## config.mk

```make
export PLATFORM = sky130hd
export DESIGN_NAME = div_8bit_seq_flat
export DESIGN_NICKNAME = d
export VERILOG_FILES = /design/src/rtl/alu_pkg.sv /design/src/rtl/div_8bit_seq_if.sv /design/src/rtl/div_8bit_seq_trial_sub.sv /design/src/rtl/div_8bit_seq.sv /design/src/flat_wrapper.sv
export SDC_FILE = /design/constraint.sdc
export NUM_CORES = 1
export LEC_CHECK = 0
export CAP_MARGIN = 20
export CORE_MARGIN = 10
export CORE_UTILIZATION = 53
export CTS_CLUSTER_DIAMETER = 60
export DETAILED_ROUTE_END_ITERATION = 10
export GPL_TIMING_DRIVEN = 0
export PLACE_DENSITY = 0.88
export SLEW_MARGIN = 20
export SYNTH_ARGS = -nofsm -noshare
export SYNTH_HDL_FRONTEND = slang
export SYNTH_SLANG_ARGS = --single-unit
```

## constraint.sdc

```tcl
create_clock -name clk -period 2.9 [get_ports clk]
set_input_delay 0.58 -clock clk [delete_from_list [all_inputs] [get_ports clk]]
set_output_delay 0.58 -clock clk [all_outputs]
set_load 0.01 [all_outputs]
```

## src/rtl/alu_pkg.sv

```systemverilog
// Shared ALU package: datapath width, divider FSM state type and the
// iteration-counter width used by the sequential divider.
package alu_pkg;

    localparam int unsigned ALU_WIDTH = 8;

    // Wide enough to hold ALU_WIDTH itself, not just ALU_WIDTH-1.
    localparam int unsigned DIV_CNT_W = $clog2(ALU_WIDTH) + 1;

    typedef enum logic [1:0] {
        IDLE = 2'd0,
        CALC = 2'd1,
        DONE = 2'd2
    } div_state_t;

endpackage

```

## src/rtl/div_8bit_seq_if.sv

```systemverilog
// Handshake/result bundle of the sequential divider.
//   start/dividend/divisor : request side, driven by the master
//   busy/done              : status, driven by the divider
//   quotient/remainder/div_by_zero : registered results
interface div_8bit_seq_if
    import alu_pkg::*;
#(
    parameter int unsigned WIDTH = ALU_WIDTH
);

    logic             start;
    logic [WIDTH-1:0] dividend;
    logic [WIDTH-1:0] divisor;
    logic             busy;
    logic             done;
    logic [WIDTH-1:0] quotient;
    logic [WIDTH-1:0] remainder;
    logic             div_by_zero;

    modport master (
        output start, dividend, divisor,
        input  busy, done, quotient, remainder, div_by_zero
    );

    modport slave (
        input  start, dividend, divisor,
        output busy, done, quotient, remainder, div_by_zero
    );

endinterface

```

## src/rtl/div_8bit_seq_trial_sub.sv

```systemverilog
// Combinational trial subtractor for the restoring divider.
//   a_i, b_i : unsigned operands (W bits)
//   diff_o   : low W bits of a_i - b_i
//   borrow_o : set when a_i < b_i; {borrow_o, diff_o} is the W+1-bit
//              difference of the zero-extended operands
module trial_sub #(
    parameter int unsigned W = 8
) (
    input  logic [W-1:0] a_i,
    input  logic [W-1:0] b_i,
    output logic [W-1:0] diff_o,
    output logic         borrow_o
);

    logic [W:0] sum;

    // {0,a} + ~{0,b} + 1; the top bit is the sign of the W+1-bit result.
    assign sum      = {1'b0, a_i} + {1'b1, ~b_i} + {{W{1'b0}}, 1'b1};
    assign diff_o   = sum[W-1:0];
    assign borrow_o = sum[W];

endmodule

```

## src/rtl/div_8bit_seq.sv

```systemverilog
// Sequential unsigned restoring divider, one quotient bit per clock.
//   clk, rst : rising-edge clock, asynchronous active-high reset
//   div_if   : slave side of div_8bit_seq_if (start/operands in,
//              busy/done/quotient/remainder/div_by_zero out)
// A zero divisor skips CALC and reports quotient=all-ones,
// remainder=dividend, div_by_zero=1.
module div_8bit_seq
    import alu_pkg::*;
#(
    parameter int unsigned WIDTH = ALU_WIDTH
) (
    input  logic         clk,
    input  logic         rst,
    div_8bit_seq_if.slave div_if
);

    localparam int unsigned      CNT_W    = $clog2(WIDTH) + 1;
    localparam logic [CNT_W-1:0] LAST_CNT = CNT_W'(WIDTH - 1);

    div_state_t       state_q, state_d;
    // Partial remainder is provably < 2^(WIDTH-1) before every shift, so
    // only WIDTH-1 bits are stored; the full-width final value goes
    // straight into remainder_q.
    logic [WIDTH-2:0] rem_q, rem_d;
    logic [WIDTH-1:0] quo_q, quo_d;
    logic [WIDTH-1:0] dvs_q, dvs_d;
    logic [CNT_W-1:0] cnt_q, cnt_d;
    logic [WIDTH-1:0] quotient_q, quotient_d;
    logic [WIDTH-1:0] remainder_q, remainder_d;
    logic             dbz_q, dbz_d;

    logic [WIDTH-1:0] rem_sh;
    logic [WIDTH-1:0] trial_diff;
    logic             trial_borrow;
    logic [WIDTH-1:0] rem_next;
    logic [WIDTH-1:0] quo_next;

    // {rem, quo_sh} << 1: quotient MSB moves into the remainder LSB.
    assign rem_sh = {rem_q, quo_q[WIDTH-1]};

    trial_sub #(.W(WIDTH)) u_trial_sub (
        .a_i      (rem_sh),
        .b_i      (dvs_q),
        .diff_o   (trial_diff),
        .borrow_o (trial_borrow)
    );

    // Negative trial restores the shifted remainder and shifts in a 0.
    assign rem_next = trial_borrow ? rem_sh : trial_diff;
    assign quo_next = {quo_q[WIDTH-2:0], ~trial_borrow};

    always_comb begin
        state_d     = state_q;
        rem_d       = rem_q;
        quo_d       = quo_q;
        dvs_d       = dvs_q;
        cnt_d       = cnt_q;
        quotient_d  = quotient_q;
        remainder_d = remainder_q;
        dbz_d       = dbz_q;

        case (state_q)
            IDLE: begin
                if (div_if.start) begin
                    if (div_if.divisor == '0) begin
                        quotient_d  = '1;
                        remainder_d = div_if.dividend;
                        dbz_d       = 1'b1;
                        state_d     = DONE;
                    end else begin
                        rem_d   = '0;
                        quo_d   = div_if.dividend;
                        dvs_d   = div_if.divisor;
                        cnt_d   = '0;
                        state_d = CALC;
                    end
                end
            end
            CALC: begin
                rem_d = rem_next[WIDTH-2:0];
                quo_d = quo_next;
                cnt_d = cnt_q + 1'b1;
                if (cnt_q == LAST_CNT) begin
                    quotient_d  = quo_next;
                    remainder_d = rem_next;
                    dbz_d       = 1'b0;
                    state_d     = DONE;
                end
            end
            DONE: begin
                state_d = IDLE;
            end
            default: begin
                state_d = IDLE;
            end
        endcase
    end

    always_ff @(posedge clk or posedge rst) begin
        if (rst) begin
            state_q     <= IDLE;
            rem_q       <= '0;
            quo_q       <= '0;
            dvs_q       <= '0;
            cnt_q       <= '0;
            quotient_q  <= '0;
            remainder_q <= '0;
            dbz_q       <= 1'b0;
        end else begin
            state_q     <= state_d;
            rem_q       <= rem_d;
            quo_q       <= quo_d;
            dvs_q       <= dvs_d;
            cnt_q       <= cnt_d;
            quotient_q  <= quotient_d;
            remainder_q <= remainder_d;
            dbz_q       <= dbz_d;
        end
    end

    assign div_if.busy        = (state_q == CALC);
    assign div_if.done        = (state_q == DONE);
    assign div_if.quotient    = quotient_q;
    assign div_if.remainder   = remainder_q;
    assign div_if.div_by_zero = dbz_q;

endmodule

```

## src/flat_wrapper.sv

```systemverilog
// flat-port wrapper written by rule: the top's interface ports become plain ports
module div_8bit_seq_flat import alu_pkg::*;
#(
    parameter int unsigned WIDTH = ALU_WIDTH
)
  (clk, rst, div_if_start, div_if_dividend, div_if_divisor, div_if_busy, div_if_done, div_if_quotient, div_if_remainder, div_if_div_by_zero);
  div_8bit_seq_if #(.WIDTH(WIDTH)) div_if_i ();
  input  logic clk;
  input  logic rst;
  input wire logic [$bits(div_if_i.start)-1:0] div_if_start;
  input wire logic [$bits(div_if_i.dividend)-1:0] div_if_dividend;
  input wire logic [$bits(div_if_i.divisor)-1:0] div_if_divisor;
  output wire logic [$bits(div_if_i.busy)-1:0] div_if_busy;
  output wire logic [$bits(div_if_i.done)-1:0] div_if_done;
  output wire logic [$bits(div_if_i.quotient)-1:0] div_if_quotient;
  output wire logic [$bits(div_if_i.remainder)-1:0] div_if_remainder;
  output wire logic [$bits(div_if_i.div_by_zero)-1:0] div_if_div_by_zero;
  assign div_if_i.start = div_if_start;
  assign div_if_i.dividend = div_if_dividend;
  assign div_if_i.divisor = div_if_divisor;
  assign div_if_busy = div_if_i.busy;
  assign div_if_done = div_if_i.done;
  assign div_if_quotient = div_if_i.quotient;
  assign div_if_remainder = div_if_i.remainder;
  assign div_if_div_by_zero = div_if_i.div_by_zero;
  div_8bit_seq #(.WIDTH(WIDTH)) u_core (.clk(clk), .rst(rst), .div_if(div_if_i));
endmodule
```

=== Word-level counts from Yosys, hierarchy flattened ===
Cells that the tools add are included.

* $add $sub $neg: 3
* Eq/ne operators: 7
* Muxes and demuxes: 26
* Bitwise operators: 3
* Reduce and logical (&&, ||, !) cells: 7

{| class="wikitable"
|+ Operators with widths
! kind !! count
|-
| 8-bit two-way mux || 9
|-
| 8-bit one-hot mux with 2 select lines || 3
|-
| 7-bit two-way mux || 2
|-
| 7-bit one-hot mux with 2 select lines || 1
|-
| 8-bit by 9-bit adder with 9-bit output || 1
|-
| 9-bit by 1-bit adder with 9-bit output, second input constant || 1
|-
| 8-bit zero test || 1
|-
| 4-bit two-way mux || 2
|-
| 8-bit NOT || 1
|-
| 4-bit one-hot mux with 2 select lines || 1
|-
| 2-bit two-way mux || 3
|-
| 3-bit AND reduction || 2
|-
| 4-bit by 1-bit adder with 4-bit output, second input constant || 1
|-
| 4-bit by 3-bit equality test with 1-bit output, second input constant || 1
|-
| 2-bit by 1-bit inequality test with 1-bit output, second input constant || 2
|-
| 2-bit inequality test, second input constant || 2
|-
| 2-bit one-hot mux with 2 select lines || 1
|-
| 4-bit AND reduction || 1
|-
| 1-bit two-way mux || 3
|-
| 2-bit by 1-bit equality test with 1-bit output, second input constant || 1
|-
| 2-bit equality test, second input constant || 1
|-
| 2-bit zero test || 1
|-
| 1-bit NOT || 2
|-
| 1-bit one-hot mux with 2 select lines || 1
|-
| other kinds (2) || 2
|}

* Register bits: 46
* Bits of input ports: 19
* Output and inout port bits: 19
* Word-level logic and storage cells: 54

=== Depth between registers and ports, before layout ===
* Word-level depth: 6
* Mapped depth: 9
* Gate-level depth less buffers: 9

=== Modules after synthesis ===
From an unflattened synthesis, not the netlist that was laid out.

* Cells, all modules: 224
* Area, all modules: 2468.6 um2

{| class="wikitable"
|+ Modules (own cells, without submodules)
! module !! instances !! cells an instance !! area an instance (um2) !! sequential area each (um2)
|-
| div_8bit_seq || 1 || 176 || 2114.5 || 1151.1
|-
| trial_sub || 1 || 48 || 354.1 || 0.0
|}

=== Least setup slack after synthesis ===
No wires, ideal clock.

* Path kind: flip-flop to flip-flop
* From: register u_core.quo_q[7]
* To: register u_core.remainder_q[1] (netlist: u_core.div_if.remainder[1])
* Setup time: 0.134 ns
* Data arrival time: 1.938 ns
* Required time: 2.766 ns
* Path slack: 0.827 ns
* Cell stages (with the launch flop): 10
* Path buffers: 0
* Period minus slack after synthesis: 2.073 ns
* Cells stage by stage: dfrtp_1 > inv_1 > ha_1 > inv_1 > fa_1 > a211oi_2 > o211ai_2 > and3_1 > a22oi_1 > a31oi_1

* Longest elaborated chain between the ends: 5

{| class="wikitable"
|+ Ends and longest elaborated chain
! what !! line !! RTL
|-
| start, declared || div_8bit_seq.sv:25 || <nowiki>logic [WIDTH-1:0] quo_q, quo_d;</nowiki>
|-
| start signal, assigned || div_8bit_seq.sv:112 || <nowiki>quo_q <= quo_d;</nowiki>
|-
| 8-bit by 9-bit adder with 9-bit output || div_8bit_seq_trial_sub.sv:18 || <nowiki>assign sum = {1'b0, a_i} + {1'b1, ~b_i} + {{W{1'b0}}, 1'b1};</nowiki>
|-
| 9-bit by 1-bit adder with 9-bit output || div_8bit_seq_trial_sub.sv:18 ||
|-
| 8-bit two-way mux || div_8bit_seq.sv:49 || <nowiki>assign rem_next = trial_borrow ? rem_sh : trial_diff;</nowiki>
|-
| 8-bit two-way mux || div_8bit_seq.sv:83 || <nowiki>if (cnt_q == LAST_CNT) begin</nowiki>
|-
| 8-bit one-hot mux with 2 select lines || div_8bit_seq.sv:62 || <nowiki>case (state_q)</nowiki>
|-
| end signal, assigned || div_8bit_seq.sv:116 || <nowiki>remainder_q <= remainder_d;</nowiki>
|-
| end, declared || div_8bit_seq.sv:29 || <nowiki>logic [WIDTH-1:0] remainder_q, remainder_d;</nowiki>
|}

No other way between the ends. The select of a mux whose other input is x is not followed.
A chain may end at the register's enable or synchronous reset.

=== Worst setup path after layout ===
* From: register u_core.state_q[1]
* To: output port div_if_busy

* Longest elaborated chain between the ends: 1

{| class="wikitable"
|+ Ends and longest elaborated chain
! what !! line !! RTL
|-
| start, declared || div_8bit_seq.sv:20 || <nowiki>div_state_t state_q, state_d;</nowiki>
|-
| start signal, assigned || div_8bit_seq.sv:110 || <nowiki>state_q <= state_d;</nowiki>
|-
| 2-bit by 1-bit equality test with 1-bit output || div_8bit_seq.sv:121 || <nowiki>assign div_if.busy = (state_q == CALC);</nowiki>
|-
| end, declared || flat_wrapper.sv:13 || <nowiki>output wire logic [$bits(div_if_i.busy)-1:0] div_if_busy;</nowiki>
|}

No other way between the ends.

==> impl_metrics.yaml <==
critical_path:
  path_max_fanout: 16
  path_cells: "buf_6 > nand2b_1 > buf_4 > clkinv_2 > clkdlybuf4s50_1"
  cp_slowest_cell: "clkdlybuf4s50_1"
  start_kind: "register"
  endpoint_kind: "output pin"
  reg2reg_depth: 9
  critPathKind: "reg2out"
  rr_endpoint: "u_core.div_if.remainder[5]$_DFFE_PP0P_"
  r2r_slack_ns: 0.48
  critPathMaxStageDelay_ns: 0.59
  critical_path_required_ns: 2.32
  arrival_ns: 1.92
  reg2reg_from: "u_core.quo_q[7]$_DFFE_PP0P_"
clock_network:
  cts_resized: 0
  cts_root_buffer: "clkbuf_8"
  hold_buffers: 0
  htreeDepth: 2
  postCtsSetupBuffers: 0
  clock_sinks: 46
  cts_tree: "yes"
  clock_tree.buffer_depth: 2
  cts.clk_slew.worst_paths_ns: 0.08
  cts_buffers: 5
  clk_latency_ns: 0.30
power:
  total_power_w: 0.003688
  netSwitchingPower_w: 0.001637
  ir_drop_mv: 0.6785
  leakagePower_nw: 1.295
  p_comb_share_pct: 57.9
  intPower_w: 0.002051
  cellPowerDensity_nw_per_um2: 1243
  p_sw_share_pct: 44.39
  p_seq_share_pct: 31.0
  clockPowerShare_pct: 11.1
routing:
  wirelength_mm: 6.112
  vias_per_cell: 5.790
  firstDrtPassIters: 4
  vias: 2096
  drt_iter0_drc: 133
  drc: 0
  ant_nets: 0
  wire_per_inst_um: 16.88
sta:
  rsz0062_at_grt: "no"
  worstMarginPinSlew_ns: 0.4790
  clock_skew_ns: 0.009605
  worst_slack_ns: 0.4035
  drv_slew: 0
  fin_crit_sh_pct: 86.09
  min_period_ns: 2.497
  fmax_ghz: 0.4006
  hold_viol_final: 0
  fin_setup_tns_ns: 0
  setup_viol: 0
  slew_headroom_pct: 68.07
final_layout:
  final_layout_size_suffix_gt1_share_pct: 10.00
  n_antenna_cell: 0
  area_delta_synth_final_pct: 22.39
  multi_input_area_um2: 1160
  area.sequential_um2: 1151
  fillCellCount: 348
  layout_common_cells: "dfrtp_1, nand2_1, nor2_1, clkdlybuf4s50_1, o21ai_0"
  nets: 338
  final_common_cell: "dfrtp_1"
die:
  rows: 24
  die_area_um2: 7681
  die_x_um: 87.64
  die_y_um: 87.64
  core_area_um2: 4384
  ios: 38
  initial_core_util_pct: 55.31
flow_run:
  cap_viol_max_count: 0
place:
  dp_hpwl_mm: 4.557
  port-buffer-count: 37
  gp_congestion: 0.9166
  dp_slack_ns: 0.3980
grt:
  grt.total_usage_pct: 16.54
  grt_max_degree: 33
  overflow: 0
  antenna_found_initial: 0
  grt_first_pass_wirelength_mm: 10.27
  grt_pass1_vias: 2218
worst_hold_path:
  hold_class: "reg2reg"
  hold_path_end: "u_core.cnt_q[0]$_DFFE_PP0P_"
  min_from: "u_core.cnt_q[0]$_DFFE_PP0P_"
  whs_path_depth: 1
synth:
  yosysUniqueCellTypes: 43
  syn_area_um2: 2425
  synth_area_leaders: "dfrtp_1, nand2_1, nor2_1, o21ai_0, ha_1"
  async_reset_ff_share_pct: 100.0
  ys.flop_type: "dfrtp_1"
  synth_cells: 265
  syn_area_per_cell_um2: 9.150
  synth_top_cell_by_area: "dfrtp_1"
  yosys_warnings: 0
  synth-edff-count: 0
  ys_ff_latch: 46
  yosysSeqAreaShare_pct: 47.47
  synth_nets: 294
  netlist.area_leader.share_pct: 47.47
outcome:
  outcome: "finished, final reports clean"
how the worst max path moves through the flow:
stage                                              from                                endpoint  slack (ns)  cells past startpoint
after detailed placement  u_core.state_q[1]$_DFFE_PP0P_                             div_if_busy        0.40                      6
after floorplan             u_core.quo_q[7]$_DFFE_PP0P_  u_core.div_if.remainder[1]$_DFFE_PP0P_        0.83                      9
after CTS                 u_core.state_q[1]$_DFFE_PP0P_                             div_if_busy        0.06                      6
after global placement                              rst   u_core.div_if.div_by_zero$_DFFE_PP0P_        0.33                      2
after global routing        u_core.quo_q[7]$_DFFE_PP0P_  u_core.div_if.remainder[5]$_DFFE_PP0P_        0.25                      9
final                     u_core.state_q[1]$_DFFE_PP0P_                             div_if_busy        0.40                      5
worst max-delay path, delay by kind of cell, from the launching register on:
kind / cells / cell delay, ns
and+or+nand+nor: 1 / 0.14
buffers and inverters: 4 / 1.11
DFF: 1 / 0.38
registers in the layout (all words and copies together) (netlist names):
signal,cells
u_core.div_if.quotient,8
u_core.div_if.remainder,8
u_core.dvs_q,8
u_core.quo_q,8
u_core.rem_q,7
u_core.cnt_q,4
u_core.state_q,2
u_core.div_if.div_by_zero,1
layout make-up:
type                    instances  area share [%]
plain buffers                   9           2.024
flip-flops and latches         46           38.79
multi-input cells             196           39.08
clock inverters                 1          0.1686
clock buffers                   7           2.909
well taps                      52           2.192
repair buffers                 38           13.15
inverters                      13           1.686
power groups by stage:
stage / clock (W) / combinational, W / sequential [W]
floorplan: 0 / 0.00141 / 0.00116
global placement: 0 / 0.00203 / 0.00114
detailed placement: 0 / 0.00210 / 0.00115
CTS: 0.000411 / 0.00213 / 0.00114
global route: 0.000436 / 0.00238 / 0.00118
finish: 0.000409 / 0.00214 / 0.00114
through the flow:
| step | utilization [%] | cell area (um2) | hold WS, ns | instances |
|---|---|---|---|---|
| finish | 67.69 | 2968 | 0.5121 | 362 |
| global route | 67.69 | 2968 | 0.5384 | 362 |
| CTS | 67.78 | 2972 | 0.5181 | 363 |
| detailed placement | 65.70 | 2880 | 0.5003 | 355 |
| global placement | 65.24 | 2860 | 0.4853 | 354 |
| floorplan | - | 2425 | 0.4647 | 265 |
Yosys cell counts (2+ instances only):
library cell / number
a21o_1: 3
a21oi_1: 18
a21oi_2: 2
a22o_1: 2
a22oi_1: 2
a31oi_1: 12
a41oi_1: 3
and3_1: 3
buf_2: 3
buf_4: 2
buf_6: 2
clkbuf_1: 3
dfrtp_1: 46
ha_1: 9
inv_1: 12
nand2_1: 45
nand2b_1: 5
nand3_1: 4
nor2_1: 37
nor2b_1: 2
nor4_2: 2
o2111ai_1: 2
o211ai_1: 2
o21ai_0: 23
or3_1: 2
xor2_1: 2
layer usage:
metal	GRT usage (%)	vias to the layer above	wire length, um
li1	-	1010	-
met1	19.39	1023	2583
met2	28.44	50	3136
met3	4.457	13	255
met4	5.652	0	137
met5	0	-	0
kinds of logic after synthesis:
| logic type | share of synthesized area [%] |
|---|---|
| DFF | 47.47 |
| buffers and inverters | 4.695 |
| adders and majority gates | 5.470 |
| and+or+nand+nor | 19.61 |
| AOI/OAI and AO/OA | 21.57 |
| muxes | 0.4644 |
| xor gates and xnor gates | 0.7225 |
No activity file was read; power rests on OpenSTA's default activity.
==> variant, RTL diff (same flow settings) <==
The package constant `ALU_WIDTH` goes from 8 to 16.
--- a/src/rtl/alu_pkg.sv
+++ b/src/rtl/alu_pkg.sv
@@ -2,7 +2,7 @@
 // iteration-counter width used by the sequential divider.
 package alu_pkg;
 
-    localparam int unsigned ALU_WIDTH = 8;
+    localparam int unsigned ALU_WIDTH = 16;
 
     // Wide enough to hold ALU_WIDTH itself, not just ALU_WIDTH-1.
     localparam int unsigned DIV_CNT_W = $clog2(ALU_WIDTH) + 1;
Ports: changed (resized div_if_dividend, div_if_divisor, div_if_quotient and div_if_remainder); port bits go from 38 to 70. No check against the original RTL was run, so the function may have changed too.
==> variant against the original RTL <==
Setup slack worse by 310 ps; sequential power up 88%; synthesized area rose by 90%; cell area increased by 95%; sequential cell count rose by 41; power is 100% higher; wire length is 110% higher; global-route usage rose by 3.2 points; die area grew 67%; critical endpoint unchanged.
==> variant: results (changes against the original RTL) <==
| Metric | Value |
|---|---|
| Nets | 632 (+87%) |
| Reg area | 0.00218 mm² (+89%) |
| GP Congestion | 0.899 (-1.9%) |
| Worst Path Arrival | 2230 ps (+310 ps) |
| Place WS | -433 ps (-831 ps) |
| Htree depth | 3 (+1) |
| Drt total wl | 13000 µm (+110%) |
| Least-Margin Pin Slew | 690 ps (+211 ps) |
| Layout cells sized above 1 | 0.115 (+0.0149) |
| Bufs w/o clock | 95 (+100%) |
| Row cnt | 33 (+38%) |
| Slowest stage delay, CP | 610 ps (+20 ps) |
| CP max FO | 10 (-6) |
| Vias in the first global route | 4200 (+89%) |
| Num CTS Buffers | 9 (+4) |
| Sequential Power | 2140 µW (+88%) |
| Fillers | 585 (+68%) |
| Distinct cells, synth | 47 (+9.3%) |
| Synth cell count leaders | dfrtp_1, nor2_1, nand2_1, a21oi_1, o21ai_0 |
| Hpwl dp | 9410 µm (+110%) |
| Multi-input gate area | 0.00235 mm² (+100%) |
| Area post-placement | 0.00547 mm² (+90%) |
| # port buffers | 69 (+86%) |
| GRT Overall Usage | 0.197 (+0.0315) |
| Multi-input gate count | 361 (+84%) |
| Outcome | completed |
| Clock buffers | 10 (+3) |
| DR pass1 iterations | 5 (+1) |
| Comb. pwr | 4460 µW (+110%) |
| Sequential portion of the cell area | 0.375 (-0.0124) |
| First-pass GRT wire length | 20700 µm (+100%) |
| Pwr per Cell Area | 1290 mW/mm² (+4.1%) |
| Post-synthesis sequential area ratio | 0.472 (-0.00317) |
| Lkg Pwr | 0.00252 µW (+95%) |
| Psw | 3350 µW (+100%) |
| Seq_cells | 87 (+89%) |
| Final clock-cell share | 0.0350 (+0.00418) |
| Placed cells | 669 (+88%) |
| Iteration-0 DRC Markers | 342 (+160%) |
| Mapped Nets | 548 (+86%) |
| Inverters | 24 (+11) |
| Largest net degree at the start of global routing | 52 (+58%) |
| Cell count after synthesis | 494 (+86%) |
variant: cell types whose count changed in the layout (fill, tap and decap cells not counted), moves of 14 or more:
cell             before  now
dfrtp_1              46   87
mux2_2                1   20
mux2i_1               0   18
nor3_1                0   17
clkdlybuf4s50_1      37   69
a21oi_1              18   42
o21ai_0              23   37
nor2_1               37   61
variant: path summary, 6_finish.rpt:
kind | start | endpoint | slack, ps | cells past startpoint
min | u_core.div_if.remainder[0]$_DFFE_PP0P_ | u_core.div_if.remainder[0]$_DFFE_PP0P_ | 510 | 2
max | u_core.state_q[0]$_DFFE_PP0P_ | div_if_busy | 90 | 4
max in group asynchronous | rst | u_core.dvs_q[2]$_DFFE_PP0P_ | 1670 | 3
min reg2reg | u_core.div_if.remainder[0]$_DFFE_PP0P_ | u_core.div_if.remainder[0]$_DFFE_PP0P_ | 510 | 2
min in group asynchronous | rst | u_core.div_if.quotient[12]$_DFFE_PP0P_ | 590 | 2
max reg2reg | u_core.quo_q[15]$_DFFE_PP0P_ | u_core.div_if.remainder[15]$_DFFE_PP0P_ | 90 | 10
variant: kinds of logic (layout without fill, tap and decap cells):
kind of cell	after synthesis	count (layout)	share of synthesized area
buf+inv	46	135	0.0409
xor+xnor	12	12	0.0228
simple gates	162	162	0.153
flops	87	87	0.472
compound gates	124	124	0.158
fa+ha+maj	19	19	0.0531
mux	44	44	0.101
variant: timing repair:
action / 4_1_cts / 5_1_grt
endpoints found under the setup margin: 12 / 35
pin swaps: 0 / 3
hold buffers: 0 / 0
setup buffers: 0 / 3
gates resized for setup: 2 / 17
variant: layer usage:
metal | GRT usage | share of wire | vias up
met4 | 0.0770 | 0.028 | 0
met1 | 0.230 | 0.38 | 2020
met3 | 0.0602 | 0.085 | 40
met2 | 0.330 | 0.50 | 185
met5 | 0 | 0 | -
li1 | - | - | 1890
